### src/rtl/core_ifq.sv
// core_ifq: instruction fetch queue between fetch and decode.
// Buffers up to DEPTH {pc, instr} pairs, presents them in order to decode
// over valid/ready, halts fetch early enough that the queue never overflows,
// and discards buffered and in-flight words on a pipeline redirect.
module core_ifq #(
  parameter int unsigned DEPTH = 4,
  parameter int unsigned SKID  = 1
) (
  input  logic        clk,
  input  logic        rst,
  input  logic [31:0] if_pc,
  input  logic [31:0] if_instr,
  input  logic        if_busy,
  output logic        if_halt,
  input  logic        flush,
  output logic        id_valid,
  output logic [31:0] id_pc,
  output logic [31:0] id_instr,
  input  logic        id_ready,
  output logic        ovf
);

  localparam int unsigned     PW         = $clog2(DEPTH);
  localparam logic [PW:0]     LP_FULL    = (PW+1)'(DEPTH);
  localparam logic [PW:0]     LP_HALT_AT = (PW+1)'(DEPTH - SKID);
  localparam logic [PW:0]     LP_CNT_ONE = (PW+1)'(1);
  localparam logic [PW-1:0]   LP_PTR_ONE = PW'(1);

  logic [31:0]   r_pc    [DEPTH];
  logic [31:0]   r_instr [DEPTH];
  logic [PW-1:0] r_wptr;
  logic [PW-1:0] r_rptr;
  logic [PW:0]   r_count;
  logic          r_drop;
  logic          r_ovf;

  logic w_push;
  logic w_pop;
  logic w_full;
  logic w_wr;

  // Handshake qualification; a push into a full queue is only taken when
  // the head leaves in the same cycle, otherwise the word is lost.
  always_comb begin
    w_push = !if_busy && !flush && !r_drop;
    w_pop  = (r_count != '0) && id_ready && !flush;
    w_full = (r_count == LP_FULL);
    w_wr   = w_push && (!w_full || w_pop);
  end

  // Entry storage; cleared on reset so the head reads as zero.
  always_ff @(posedge clk) begin
    if (!rst) begin
      for (int unsigned i = 0; i < DEPTH; i++) begin
        r_pc[i]    <= '0;
        r_instr[i] <= '0;
      end
    end else if (w_wr) begin
      r_pc[r_wptr]    <= if_pc;
      r_instr[r_wptr] <= if_instr;
    end
  end

  // Pointers, occupancy, post-redirect drop and sticky overflow.
  always_ff @(posedge clk) begin
    if (!rst) begin
      r_wptr  <= '0;
      r_rptr  <= '0;
      r_count <= '0;
      r_drop  <= 1'b0;
      r_ovf   <= 1'b0;
    end else if (flush) begin
      r_wptr  <= '0;
      r_rptr  <= '0;
      r_count <= '0;
      r_drop  <= 1'b1;
    end else begin
      r_drop <= 1'b0;
      if (w_wr)  r_wptr <= r_wptr + LP_PTR_ONE;
      if (w_pop) r_rptr <= r_rptr + LP_PTR_ONE;
      case ({w_wr, w_pop})
        2'b10:   r_count <= r_count + LP_CNT_ONE;
        2'b01:   r_count <= r_count - LP_CNT_ONE;
        default: r_count <= r_count;
      endcase
      if (w_push && w_full && !w_pop) r_ovf <= 1'b1;
    end
  end

  assign id_valid = (r_count != '0);
  assign id_pc    = r_pc[r_rptr];
  assign id_instr = r_instr[r_rptr];
  assign if_halt  = (r_count >= LP_HALT_AT) || flush;
  assign ovf      = r_ovf;

endmodule

### config.mk
export PLATFORM = sky130hd
export DESIGN_NAME = core_ifq
export DESIGN_NICKNAME = d
export VERILOG_FILES = /design/src/rtl/core_ifq.sv
export SDC_FILE = /design/constraint.sdc
export NUM_CORES = 1
export LEC_CHECK = 0
export BUFFER_PORTS_ARGS = -buffer_cell sky130_fd_sc_hd__buf_2
export CORE_MARGIN = 2
export CORE_UTILIZATION = 50
export DETAILED_ROUTE_END_ITERATION = 12
export PLACE_DENSITY = 0.7
export SETUP_SLACK_MARGIN = 0.05
export SLEW_MARGIN = 5
export SYNTH_ARGS = -nofsm -noshare
export SYNTH_HDL_FRONTEND = slang
export SYNTH_SLANG_ARGS = --single-unit
### constraint.sdc
create_clock -name clk -period 4.3 [get_ports clk]
set_input_delay 0.43 -clock clk [delete_from_list [all_inputs] [get_ports clk]]
set_output_delay 0.43 -clock clk [all_outputs]
set_load 0.02 [all_outputs]
### Yosys cells after proc, flatten, opt, wreduce, memory -nomap -nowiden

Memories as Yosys holds them, arrays and structs flattened. A register that Yosys moved wholly into a read port is not among the register bits.
Cells that the tools add are included.

* flip-flop bits (word level): 9
* latch bits: 0
* RAM bits: 256
* bits in read-only memories: 0
* input bits: 69
* memories kept: 2

* add/subtract/negate cells: 4
* multiply operators: 0
* divide/modulo/power cells: 0
* $lt $le $gt $ge: 1
* equality and inequality tests: 3
* shifts and indexed selects: 0
* mux-type cells: 16
* bitwise gates (word level): 2
* reductions and logical operators: 20

Memories
* r_instr: words 4, bits a word 32, rd ports 1, clocked after memory_dff 1, wr ports 4, line 30 `logic [31:0] r_instr [DEPTH];`
* r_pc: words 4, bits a word 32, rd ports 1, clocked after memory_dff 1, wr ports 4, line 29 `logic [31:0] r_pc [DEPTH];`

Operators by type and width (count)
* $mux 32: 2
* $reduce_or 32->1: 2
* $mux 2: 6
* $logic_and 1x1->1: 7
* $mux 1: 7
* $pmux 3 s2: 1
* $logic_not 1->1: 5
* $add 2x1->2 const B: 2
* $add 3x1->3 const B: 1
* $eq 3x3->1 const B: 1
* $ge 3x2->1 const B: 1
* $reduce_bool 3->1: 1
* $sub 3x1->3 const B: 1
* $eq 2x1->1 const B: 1
* $eq 2x2->1 const B: 1
* $logic_or 1x1->1: 2
* $not 1->1: 2
* $reduce_and 2->1: 1
* $reduce_bool 2->1: 1
* $reduce_or 2->1: 1

### Depth between registers and ports, before layout

* word-level depth: 10
* gate-level depth with buffers: 9

### Worst setup path before layout

OpenSTA, ideal clock, no wires.

* path type: input port to flip-flop
* start: input port if_busy
* end: memory r_instr[1][0], enable pin
* library setup time: 0.423 ns
* arrival: 2.940 ns
* path slack: 0.936 ns
* stages: 5
* buffers on the path: 2
* cell sequence: or3_1 or4_4 buf_6 buf_6 nand2_1

RTL lines
* from (decl): line 13 `input logic if_busy,`
* to (decl): line 30

==> flow_summary.yaml <==
status:
  status: "finished, final reports clean"
setup_path:
  crit_arrival_ns: 2.33
  cp_cell_sequence: "buf_12 -> mux4_2 -> buf_2"
  max_stage_delay_ns: 0.62
  cp_slowest_cell: "dfxtp_4"
  worstSetupStartpointType: "flop"
  end_kind: "output port"
  worstPathRequired_ns: 3.87
  cp_max_fo: 45
  crit_type: "flop to output port"
placement:
  dp_cells: 1121
  io_buffers: 135
  routabilityCongestion: 0.741
  dp_slack_ns: 1.69
  dp_hpwl_um: 12300
routing:
  wl_per_cell_um: 20.0
  drt_pre_antenna_iters: 5
  vias_per_cell: 5.48
  route.detailed.drc: 0
  vias: 6432
  first_iter_violations: 547
  routed_wl_um: 23500
  ant_nets: 0
clocking:
  htreeDepth: 1
  cts.path.max_buffers: 3
  tritoncts: "yes"
  post_cts_resized: 0
  root_buffer: "clkbuf_16"
  insertion_delay_ns: 0.52
  cts_setup_buffers: 0
  clock-sinks: 267
  path_clk_slew_ns: 0.06
  hold_buffers: 0
  cts_buffers: 27
finish:
  drive_gt1_frac: 0.338
  area_growth_pct: 15.5
  fin_nets: 941
  final_cell_count_no_fill: 1173
yosys:
  synth_top_flop_cell: "edfxtp_1"
  seq_area_frac_synth: 0.701
  synthArstFlopShare: 0
  syn_nets: 821
  synth_cell_types: 28
  synth_common_cells: "edfxtp_1 (256), nor2_1 (216), nand2_1 (69), mux4_2 (64), nor2_2 (48)"
  avgSynthCellArea_sq_um: 15.0
  synthTopCellsByArea: "edfxtp_1 (68%), mux4_2 (13%), nor2_1 (7.2%)"
  syn_inst: 750
  yosysMostFrequentCell: "edfxtp_1"
  synth-edff-count: 256
  netlist_area_sq_mm: 0.0113
  netlist.area_leader.share: 0.682
  yosysWarnings: 0
  synth.largest_area_cell: "edfxtp_1"
  synth-seq-cells: 267
timing:
  fin_crit_ns: 2.76
  max_freq_ghz: 0.362
  rsz0062_at_grt: "false"
  fin_crit_sh: 0.642
  drv_slew: 0
  fin_tns_setup_ns: 0
  fin_skew_ns: 0.0173
  maxSlewHeadroom: 0.282
  finalSetupViolCount: 0
  setup_ws_ns: 1.54
  worstMarginPinSlew_ns: 1.08
  hold_viol: 0
floorplan:
  initial_core_util: 0.514
  ios: 136
  core_sq_mm: 0.0220
  die_y_um: 154
  die_x_um: 154
  rows: 54
  dieArea_sq_mm: 0.0238
hold_path:
  hp-class: "primary input to flop"
pwr:
  vdd_drop_max_mv: 0.301
  cellPowerDensity_mw_per_mm2: 442
  p_leak_uw: 0.00469
global_routing:
  grt_max_degree: 66
  overflow: 0
  grt_use_total: 0.202
  grt_pass1_wl_um: 37000
  first_global_vias: 6774
  antenna_found_initial: 2
job:
  maxCapViolCount: 0
-- flip-flops by register name (all words and copies together), names as in the netlist, named ones only --
register  flops
r_instr     128
r_rptr        2
r_drop        1
r_wptr        2
ovf           1
r_pc        128
r_count       3
-- placed cells by master (no fill, tap or decap), types with 3 or more instances in the layout --
cell type,Yosys,layout
buf_4,1,6
o21ai_0,3,3
a21oi_1,5,5
xor2_1,4,4
mux4_2,64,64
clkbuf_16,0,27
buf_2,20,134
nor2_2,48,48
nand2_4,0,4
dfxtp_1,11,9
bufinv_16,0,4
or3_1,3,3
nand2_1,69,64
clkbuf_1,19,11
edfxtp_1,256,256
nor2_1,216,216
inv_1,4,4
-- final timing paths --
path	end	start	slack (ns)	depth (start not counted)
setup / recovery	id_instr[18]	flop	1.54	3
hold / removal	r_drop$_SDFF_PN0_	flush	0.18	2
setup reg to reg	r_count[2]$_SDFFE_PP0P_	r_count[0]$_SDFFE_PP0P_	1.92	8
hold reg to reg	ovf$_SDFFE_PN0P_	ovf$_SDFFE_PN0P_	0.50	2
-- worst max-delay path, delay by kind of cell, from the launching register on --
family | cells | cell delay, ns
buf+inv | 2 | 0.58
flops | 1 | 0.62
mux | 1 | 0.60
-- logic make-up (layout without fill, tap and decap cells) --
family          after synthesis  count (layout)  synth area share
compound gates               11              11           0.00566
mux                          64              64             0.128
simple gates                347             347             0.131
other cells                   0               2                 0
buf+inv                      55             196            0.0282
xor+xnor                      4               4           0.00311
fa+ha+maj                     2               2           0.00288
flops                       267             267             0.701
-- where the power goes --
| group | internal, uW | switching, uW |
|---|---|---|
| combinational | 126 | 261 |
| clock | 1440 | 931 |
| sequential | 2970 | 30.4 |
-- routing by layer --
layer	vias up	part of all wire	track usage
li1	2960	-	-
met1	3229	0.42	0.280
met2	211	0.49	0.338
met3	32	0.069	0.0322
met4	0	0.021	0.0552
met5	-	0	0
-- area by class of cell --
class / count / area (sq um)
fillers: 1690 / 8940
flip-flops and latches: 267 / 7920
multi-input cells: 428 / 3080
repair buffers: 142 / 756
clock buffers: 40 / 744
well taps: 280 / 350
clock inverters: 10 / 154
inverters: 4 / 15.0
diodes: 2 / 5.00
-- metrics by stage --
stage               power [uW]  cell area, sq um  hold slack, ns   util
floorplan                 3290             11300           0.477      -
global placement          3440             12100           0.487  0.552
detailed placement        3450             12100           0.482  0.552
CTS                       5790             13000           0.167  0.593
global route              5930             13000           0.186  0.593
finish                    5750             13000           0.183  0.593
Power figures use the tool's default switching activity.
